==> config.mk <==
export PLATFORM = sky130hd
export DESIGN_NAME = hdr_collector
export DESIGN_NICKNAME = d
export VERILOG_FILES = /design/src/rtl/hdr_collector_pkg.sv /design/src/rtl/hdr_collector.sv
export SDC_FILE = /design/constraint.sdc
export NUM_CORES = 1
export LEC_CHECK = 0
export ABC_CLOCK_PERIOD_IN_PS = 2800
export CAP_MARGIN = 10
export CORE_ASPECT_RATIO = 0.75
export CORE_MARGIN = 2
export CORE_UTILIZATION = 35
export CTS_BUF_LIST = sky130_fd_sc_hd__clkbuf_4 sky130_fd_sc_hd__clkbuf_8 sky130_fd_sc_hd__clkbuf_16
export CTS_CLUSTER_DIAMETER = 120
export DETAILED_ROUTE_END_ITERATION = 10
export PLACE_DENSITY_LB_ADDON = 0.25
export SKIP_LAST_GASP = 1
export SLEW_MARGIN = 30
export SYNTH_ARGS = -nofsm -noshare
export SYNTH_HDL_FRONTEND = slang
export SYNTH_SLANG_ARGS = --single-unit
export TNS_END_PERCENT = 100
==> constraint.sdc <==
create_clock -name clk -period 2.8 [get_ports clk]
set_input_delay 0.84 -clock clk [delete_from_list [all_inputs] [get_ports clk]]
set_output_delay 0.84 -clock clk [all_outputs]
set_load 0.02 [all_outputs]
==> src/rtl/hdr_collector_pkg.sv <==
// Shared types and constants for the header collector: FSM state encoding,
// default header depth and bus widths.
package hdr_collector_pkg;

    localparam int   HDR_MAX_LEN = 32;
    localparam int   BYTE_W      = 8;
    localparam int   PKT_LEN_W   = 16;
    localparam logic TRUE        = 1'b1;
    localparam logic FALSE       = 1'b0;

    typedef logic [BYTE_W-1:0]    byte_bus_t;
    typedef logic [PKT_LEN_W-1:0] pkt_len_bus_t;

    // START_GO is the single cycle in which start_o is presented to the parser.
    typedef enum logic [2:0] {
        IDLE,
        FILL,
        DRAIN,
        START,
        START_GO,
        WAIT
    } state_t;

endpackage

==> src/rtl/hdr_collector.sv <==
// Collects a byte stream into a MAX_LEN-byte header buffer and hands it to the parser.
// Optional WAIT-state watchdog enabled by defining HDR_COLLECT_TIMEOUT_EN.
module hdr_collector
    import hdr_collector_pkg::*;
#(
    parameter int MAX_LEN        = HDR_MAX_LEN,
    parameter int LEN_W          = PKT_LEN_W,
    parameter int TIMEOUT_CYCLES = 256
) (
    input  logic                    clk,
    input  logic                    rst,
    input  byte_bus_t               in_data_i,
    input  logic                    in_valid_i,
    input  logic                    in_last_i,
    output logic                    in_ready_o,
    output logic [MAX_LEN-1:0][7:0] pkt_hdr_o,
    output logic [LEN_W-1:0]        pkt_len_o,
    output logic                    trunc_o,
    output logic                    start_o,
    input  logic                    mod_busy_i,
    input  logic                    parser_ready_i,
    output logic                    busy_o,
    output logic                    timeout_o
);

    localparam int IDX_W = $clog2(MAX_LEN);

    state_t           state, state_nxt;
    logic [LEN_W-1:0] cnt;
    logic [IDX_W-1:0] wr_idx;
    logic             accept;
    logic             start_nxt;
    logic             wait_first;
    logic             tmo_fire;

    function automatic logic [LEN_W-1:0] sat_inc(input logic [LEN_W-1:0] v);
        return (&v) ? v : v + LEN_W'(1);
    endfunction

    assign in_ready_o = (state == IDLE) || (state == FILL) || (state == DRAIN);
    assign busy_o     = (state != IDLE);
    assign accept     = in_valid_i && in_ready_o;
    assign wr_idx     = cnt[IDX_W-1:0];

`ifdef HDR_COLLECT_TIMEOUT_EN
    localparam int TMR_W = $clog2(TIMEOUT_CYCLES + 1);
    logic [TMR_W-1:0] tmr;

    // A ready seen in the first WAIT cycle does not count, so it cannot rescue a timeout either.
    assign tmo_fire = (state == WAIT) && (tmr == TMR_W'(TIMEOUT_CYCLES - 1)) &&
                      !(parser_ready_i && !wait_first);

    always_ff @(posedge clk or negedge rst) begin
        if (!rst) begin
            tmr       <= '0;
            timeout_o <= FALSE;
        end else begin
            timeout_o <= tmo_fire;
            tmr       <= (state == WAIT) ? tmr + TMR_W'(1) : '0;
        end
    end
`else
    assign tmo_fire  = FALSE;
    assign timeout_o = FALSE;
`endif

    always_comb begin
        state_nxt = state;
        start_nxt = FALSE;
        case (state)
            IDLE: begin
                if (accept) state_nxt = in_last_i ? START : FILL;
            end
            FILL: begin
                if (accept) begin
                    if (in_last_i)                        state_nxt = START;
                    else if (cnt == LEN_W'(MAX_LEN - 1))  state_nxt = DRAIN;
                end
            end
            DRAIN: begin
                if (accept && in_last_i) state_nxt = START;
            end
            START: begin
                if (!mod_busy_i) begin
                    state_nxt = START_GO;
                    start_nxt = TRUE;
                end
            end
            START_GO: begin
                state_nxt = WAIT;
            end
            WAIT: begin
                if ((!wait_first && parser_ready_i) || tmo_fire) state_nxt = IDLE;
            end
            default: state_nxt = IDLE;
        endcase
    end

    always_ff @(posedge clk or negedge rst) begin
        if (!rst) begin
            state      <= IDLE;
            cnt        <= '0;
            wait_first <= FALSE;
            start_o    <= FALSE;
            trunc_o    <= FALSE;
            pkt_len_o  <= '0;
            pkt_hdr_o  <= '0;
        end else begin
            state      <= state_nxt;
            start_o    <= start_nxt;
            wait_first <= (state_nxt == WAIT) && (state != WAIT);
            if (accept) begin
                case (state)
                    IDLE: begin
                        // Clearing the tail here zero-pads short packets without a separate pass.
                        pkt_hdr_o    <= '0;
                        pkt_hdr_o[0] <= in_data_i;
                        cnt          <= LEN_W'(1);
                        trunc_o      <= FALSE;
                    end
                    FILL: begin
                        pkt_hdr_o[wr_idx] <= in_data_i;
                        cnt               <= cnt + LEN_W'(1);
                    end
                    DRAIN: begin
                        cnt     <= sat_inc(cnt);
                        trunc_o <= TRUE;
                    end
                    default: ;
                endcase
            end
            if (state == START) pkt_len_o <= cnt;
        end
    end

endmodule

==> results of run 1 <==
==> power by group through the flow <==
stage               Sequential, W  Combinational, W  Clock, W
detailed placement        0.00526           0.00437         0
global route              0.00525           0.00466   0.00402
floorplan                 0.00564           0.00169         0
CTS                       0.00519           0.00438   0.00382
finish                    0.00520           0.00437   0.00375
global placement          0.00526           0.00434         0
==> flip-flops by register name, summed over array words and instances, names as in the netlist <==
register	flops
pkt_hdr_o	256
cnt	16
pkt_len_o	16
state	3
start_o	1
trunc_o	1
wait_first	1
==> routing by layer <==
| layer | up-vias | routed length (um) |
|---|---|---|
| met5 | - | 0 |
| li1 | 4017 | - |
| met1 | 4532 | 18500 |
| met2 | 349 | 16400 |
| met4 | 0 | 555 |
| met3 | 39 | 3350 |
==> worst max-delay path, cell delays in order (launching register included) <==
cell and delay (ps):
dfrtp_2 490, a21oi_1 170, clkdlybuf4s50_1 630
==> cell type report <==
cell class / count / share of cell area [%]
clock inverters: 3 / 0.0932
clock buffers: 43 / 5.47
flip-flops and latches: 294 / 45.7
repair buffers: 351 / 22.0
well taps: 442 / 3.43
multi-input cells: 550 / 23.3
inverters: 4 / 0.0932
==> worst paths after layout <==
kind | cells after the start | from | slack [ps] | endpoint
worst min register to register | 2 | pkt_len_o[9]$_DFFE_PN0P_ | 480 | pkt_len_o[9]$_DFFE_PN0P_
worst max-delay path | 2 | state[2]$_DFF_PN0_ | 120 | in_ready_o
min in group clk | 2 | pkt_len_o[9]$_DFFE_PN0P_ | 480 | pkt_len_o[9]$_DFFE_PN0P_
max in group asynchronous | 2 | rst | 1770 | pkt_hdr_o[89]$_DFFE_PN0P_
worst max register to register | 4 | cnt[4]$_DFFE_PN0P_ | 320 | pkt_hdr_o[199]$_DFFE_PN0P_
worst min-delay path | 1 | rst | 270 | pkt_len_o[12]$_DFFE_PN0P_
==> stage by stage <==
stage | cell area, sq um | TNS (ps)
4_1_cts | 16100 | 0
3_5_place_dp | 15200 | -26.5
2_1_floorplan | 11400 | 0
6_report | 16100 | 0
3_3_place_gp | 15200 | -10.7
5_1_grt | 16100 | 0
==> cell families (layout without fill, tap and decap cells) <==
logic type      count (synthesis)  after routing  synth area share, %
flops                         294            294                 64.5
other cells                     1              1               0.0329
mux                            21             21                 2.06
fa+ha+maj                       4              4                0.438
simple gates                  212            212                 9.81
compound gates                304            304                 19.7
xor+xnor                        8              8                0.614
buf+inv                        75            401                 2.85
==> synthesized netlist by cell type (7+ instances only) <==
cell type	n
nor2_1	29
nand2_1	47
nand3_1	66
dfrtp_1	294
clkbuf_1	49
and3_1	10
o21ai_0	78
buf_2	11
a22o_1	183
mux2_2	20
xnor2_1	8
nand2b_1	10
a21oi_1	31
or3_1	7
==> repair_timing <==
| action | in CTS | in global routing |
|---|---|---|
| endpoints found under the setup margin | 1 | 0 |
| gates resized for setup | 2 | 0 |
| buffers inserted | 0 | 0 |
==> metrics.md, run 1 <==
| Metric | Value |
|---|---|
| Status | finished, final reports clean |
| Iter 0 DRT Violations | 624 |
| Cts hold-fix bufs | 0 |
| Most common cell after layout, fill and taps aside | dfrtp_1 |
| Remaining DRCs | 0 |
| Clk sinks | 294 |
| CP arrival | 1840 ps |
| Net Sw Frac | 35.3% |
| Met3 Usage GRT | 6.80% |
| Die area | 34100 sq um |
| Nets | 1248 |
| Tightest Pin Transition | 660 ps |
| Diodes inserted | 0 |
| Leakage | 7.11 nW |
| First-pass GRT wire length | 58900 um |
| Seq. cell area | 7360 sq um |
| Antenna violations before repair | 0 |
| Syn_area_per_cell | 12.4 sq um |
| Yosys top cell area share | 64.5% |
| H-tree Lvls | 1 |
| Antenna-violating nets left | 0 |
| Fraction of registers with async set/reset | 100% |
| Vias in the first global route | 9167 |
| Vias | 8937 |
| Final RePlAce weighted congestion | 0.819 |
| Drt pass-1 iters | 4 |
| PD cells | 826 nW/um^2 |
| Final setup fails | 0 |
| Root Driver | clkbuf_16 |
| Buffers on Ports | 289 |
| CP required | 1960 ps |
| Distinct cell type count after synthesis | 47 |
| Post-Route WL | 38800 um |
| Slew HR | 56.0% |
| Ratio of cells with drive above 1 in the final layout | 12.4% |
| Seq/Total Area, Yosys | 64.5% |
| Yosys warnings | 0 |
| Clock power frac | 28.2% |
| Die W | 213 um |
| Placed insts | 1641 |
| Tightest Hold Check Type | input pin to async pin |
| Syn Inst Count | 919 |
| Comb pwr share | 32.8% |
| Synth Flop Type | dfrtp_1 |
| DR vias/cell | 5.30 |
| Power Internal | 0.00861 W |
| Core area | 32200 sq um |
| Avg WL per Cell | 23.0 um |
| Die Ht | 160 um |
| Max Slew Vio Count | 0 |
| HPWL after DPL | 25900 um |
| Maximum fanout along the worst path | 11 |
| Crit Path Class | flop to primary output |
| Gr ovfl total | 0 |
| Syn_nets | 937 |
| FMAX | 0.373 GHz |
| CTS tree | built |
| Crit path time final | 2680 ps |
| Worst setup EP type | primary output |
| Initial Util | 35.4% |
| Synth top area cells | dfrtp_1 64%, a22o_1 14%, o21ai_0 3.4%, nand3_1 2.9%, mux2_2 2.0% |
| Seq cells post-synth | 294 |
| Setup WS pre-CTS | -9.44 ps |
| Endpoints failing hold | 0 |
| Ports | 291 |
| Overall routing resource usage | 22.7% |
| RSZ-0062 raised after global routing | no |
| Final non-filler cell total | 1687 |
| Met1 Usage GRT | 34.5% |
| Synth Cell Area | 11400 sq um |
| Fin util | 50.0% |
| Post-synth EDFFs | 0 |
| Most frequent cells in the layout | 293 x dfrtp_1, 287 x clkdlybuf4s50_1, 183 x a22o_1 |
| Area delta synth->final | 41.1% |
| Clock Path Buffers | 3 |
| Worst-Skew Late Latency | 540 ps |
| Flop pwr share | 39.0% |
| Layout fillers | 2904 |
| Final period util | 95.7% |
| Sw Pwr | 0.00470 W |
| Worst hold slack | 266 ps |
| Final setup margin | 122 ps |
| Busiest grt layer | met1 |
| Clock skew | 7.60 ps |
| Area occupied by multi-input gates | 3750 sq um |
| M2 GR Usage | 32.5% |
| Worst vdd rail ir drop | 0.000441 V |
| Total CTS buffers | 29 |
| Cell taking the most area after synthesis | dfrtp_1 |
| Startpoint Class | flop |
| Max cap viols | 0 |
| Row cnt | 57 |
| Clock slew seen by the registers of the worst setup and hold paths | 60 ps |
| Design Power | 0.0133 W |
| Pin count of the biggest net entering global routing | 66 |
No activity file was read; power rests on OpenSTA's default activity.
==> run 2, diff against run 1 <==
ABC_AREA = 1   (was default)
==> run 2 against run 1 <==
  * Cell count rose by 17%
  * Clock power up 17%
  * Die area increased by 0.33%
  * Critical path depth did not move
  * Fmax rose by 5.9%
  * Hold slack worse by 63 ps
  * Sequential power decreased by 4.2%
  * Critical endpoint unchanged
==> metrics.md, run 2 <==
| Metric | Value |
|---|---|
| Vias | 9944 (+11%) |
| Synth Flop Type | dfrtp_1 |
| Row cnt | 57 (unchanged) |
| Most frequent cells in the layout | 336 x nand2_1, 294 x dfrtp_1, 286 x clkdlybuf4s50_1 |
| Overall routing resource usage | 23.5% (+0.79 points) |
| Power Internal | 0.00858 W (-0.37%) |
| CP required | 1960 ps (about the same) |
| Cts repair resizes | 1 (-1) |
| First-pass GRT wire length | 61200 um (+4.0%) |
| Area delta synth->final | 41.2% (about the same) |
| Die area | 34200 sq um (+0.33%) |
| Design Power | 0.0132 W (-0.95%) |
| Cts hold-fix bufs | 0 (unchanged) |
| Syn_nets | 1214 (+30%) |
| Leakage | 6.91 nW (-2.8%) |
| Core area | 32300 sq um (+0.22%) |
| Vias in the first global route | 9668 (+5.5%) |
| Yosys warnings | 0 (unchanged) |
| Syn_area_per_cell | 9.58 sq um (-23%) |
| Largest register FFs | 256 (unchanged) |
| Startpoint Class | flop |
| FMAX | 0.395 GHz (+5.9%) |
| Biggest registers after layout | pkt_hdr_o: 256 flops, cnt: 16 flops, pkt_len_o: 16 flops |
| Post-CTS setup repair buffer count | 0 (unchanged) |
| Seq cells post-synth | 294 (unchanged) |
| Comb pwr share | 28.9% (-3.9 points) |
| Post-Route WL | 40100 um (+3.2%) |
| Syn Inst Count | 1196 (+30%) |
| Fraction of registers with async set/reset | 100% (unchanged) |
| Gr ovfl total | 0 (unchanged) |
| Cell taking the most area after synthesis | dfrtp_1 |
| Uppermost layer routed | met4 |
| Final RePlAce weighted congestion | 0.888 (+8.5%) |
| Routed wl met3 | 3450 um (+2.7%) |
| RSZ-0062 raised after global routing | no |
| Clock Path Buffers | 3 (unchanged) |
| Status | finished, final reports clean |
| Yosys top cell area share | 64.2% (-0.22 points) |
| Tightest Hold Check Type | input pin to async pin |
| Die W | 213 um (+0.17%) |
| Tightest Pin Transition | 863 ps (+203 ps) |
| Max Slew Vio Count | 0 (unchanged) |
| Endpoints failing hold | 0 (unchanged) |
| Buffers on Ports | 289 (unchanged) |
| Initial Util | 35.5% (+0.042 points) |
| Ports | 291 (unchanged) |
| Final setup fails | 0 (unchanged) |
| Iter 0 DRT Violations | 749 (+20%) |
| Synth Cell Area | 11500 sq um (+0.34%) |
| Crit path time final | 2530 ps (-148 ps) |
| FF-to-FF setup slack | 480 ps (+160 ps) |
| Max cap viols | 0 (unchanged) |
| Worst setup EP type | primary output |
| Most flop-heavy register | pkt_hdr_o |
| Final setup margin | 270 ps (+148 ps) |
| Total CTS buffers | 30 (+3.4%) |
| CTS tree | built |
| Antenna-violating nets left | 0 (unchanged) |
| Distinct cell type count after synthesis | 31 (-34%) |
| Remaining DRCs | 0 (unchanged) |
| Net Sw Frac | 34.9% (-0.38 points) |
| Sw Pwr | 0.00460 W (-2.0%) |
| Clock skew | 13.4 ps (+5.85 ps) |
| H-tree Lvls | 1 (unchanged) |
| CP arrival | 1690 ps (-150 ps) |
| Final period util | 90.4% (-5.3 points) |
| Worst hold slack | 203 ps (-62.9 ps) |
| Slew HR | 42.4% (-14 points) |
| Worst-Skew Late Latency | 570 ps (+30 ps) |
| Nets | 1530 (+23%) |
| Die Ht | 161 um (+0.17%) |
| Clock slew seen by the registers of the worst setup and hold paths | 60 ps (about the same) |
| Ratio of cells with drive above 1 in the final layout | 7.75% (-4.6 points) |
| Root Driver | clkbuf_16 |
| Flop pwr share | 37.8% (-1.2 points) |
| HPWL after DPL | 28000 um (+7.8%) |
| Setup WS pre-CTS | 127 ps (+136 ps) |
| Wl on met1 | 18300 um (-1.3%) |
| Avg WL per Cell | 20.3 um (-12%) |
| Routed met2 length | 17600 um (+7.4%) |
| Clk sinks | 294 (unchanged) |
| Clock power frac | 33.3% (+5.1 points) |
| Top-count cell post-synth | nand2_1 |
| Worst vdd rail ir drop | 0.000427 V (-3.1%) |
| Post-synth EDFFs | 0 (unchanged) |
| Crit Path Class | flop to primary output |
| Seq/Total Area, Yosys | 64.2% (-0.22 points) |
| Synth top area cells | dfrtp_1 64%, o21ai_0 11%, nand2_1 11%, inv_1 2.4%, nor2_1 1.9% |
| Maximum fanout along the worst path | 6 (-5) |
| PD cells | 815 nW/um^2 (-1.4%) |
| List of most frequent post-synthesis cells | 336 x nand2_1, 294 x dfrtp_1, 254 x o21ai_0 |
| Antenna violations before repair | 0 (unchanged) |
| Drt pass-1 iters | 5 (+1) |
| DR vias/cell | 5.03 (-5.1%) |
| Most common cell after layout, fill and taps aside | nand2_1 |
| Pin count of the biggest net entering global routing | 62 (-6.1%) |
| Layout fillers | 2963 (+2.0%) |
| Sum of negative setup slack | 0 ps (unchanged) |
## run 2: changes by cell type in the layout (fill, tap and decap cells not counted), sizes merged, moves of 20 or more
cell	change
nand2	+291
nor2	+27
nand3	-29
a22o	-183
mux2	-20
inv	+72
buf	-29
a21oi	-26
o21ai	+222
## run 2: critical path, stage by stage, from the launching register on
cell and delay (ps):
dfrtp_1 450, a21oi_1 260, dlygate4sd2_1 420
## run 2: area by class of cell
cell class	count	area [sq um]	share of cell area (%)
antenna	1	2.50	0.0155
clock buffer	45	906	5.60
clock inverter	10	179	1.11
inverter	76	285	1.76
multi-input combinational	788	3640	22.5
sequential	294	7360	45.5
tap	442	553	3.42
timing repair buffer	322	3250	20.1
## run 2: path summary, 6_finish.rpt
kind                                                from                          to  cells after the start
worst max-delay path                  state[1]$_DFF_PN0_                  in_ready_o                      2
worst min-delay path                                 rst  pkt_hdr_o[120]$_DFFE_PN0P_                      1
worst max register to register        cnt[0]$_DFFE_PN0P_    pkt_hdr_o[1]$_DFFE_PN0P_                      6
worst min register to register  pkt_len_o[9]$_DFFE_PN0P_    pkt_len_o[9]$_DFFE_PN0P_                      2
max in group asynchronous                            rst  pkt_hdr_o[114]$_DFFE_PN0P_                      2
min in group clk                pkt_len_o[9]$_DFFE_PN0P_    pkt_len_o[9]$_DFFE_PN0P_                      2
## run 2: logic make-up (layout without fill, tap and decap cells)
kind of cell             Yosys count  count (layout)  synth area share, %
buffers and inverters            114             453                 3.97
other                              1               2               0.0327
AND/OR/NAND/NOR                  456             456                 15.9
AO/OA/AOI/OAI                    324             324                 15.2
XOR/XNOR                           3               3                0.229
flip-flops                       294             294                 64.2
adder cells (fa/ha/maj)            4               4                0.437
## run 2: per-stage QoR
| stage | util (%) | area [sq um] | instances |
|---|---|---|---|
| after floorplan | - | 11500 | 1196 |
| after global placement | 46.7 | 15100 | 1922 |
| after detailed placement | 46.7 | 15100 | 1922 |
| after CTS | 50.0 | 16200 | 1977 |
| after global routing | 50.1 | 16200 | 1977 |
| final | 50.1 | 16200 | 1978 |
## run 2: power by group through the flow
stage	clock [W]	sequential (W)	combinational [W]
3_5_place_dp	0	0.00505	0.00384
3_3_place_gp	0	0.00503	0.00380
4_1_cts	0.00447	0.00498	0.00385
6_report	0.00439	0.00498	0.00381
5_1_grt	0.00465	0.00503	0.00410
2_1_floorplan	0	0.00543	0.00144
## run 2: metal layers
layer  up-vias  GRT usage, %
li1       4599             -
met1      4974          34.0
met2       317          35.2
met3        54          6.96
met4         0          4.80
met5         -             0
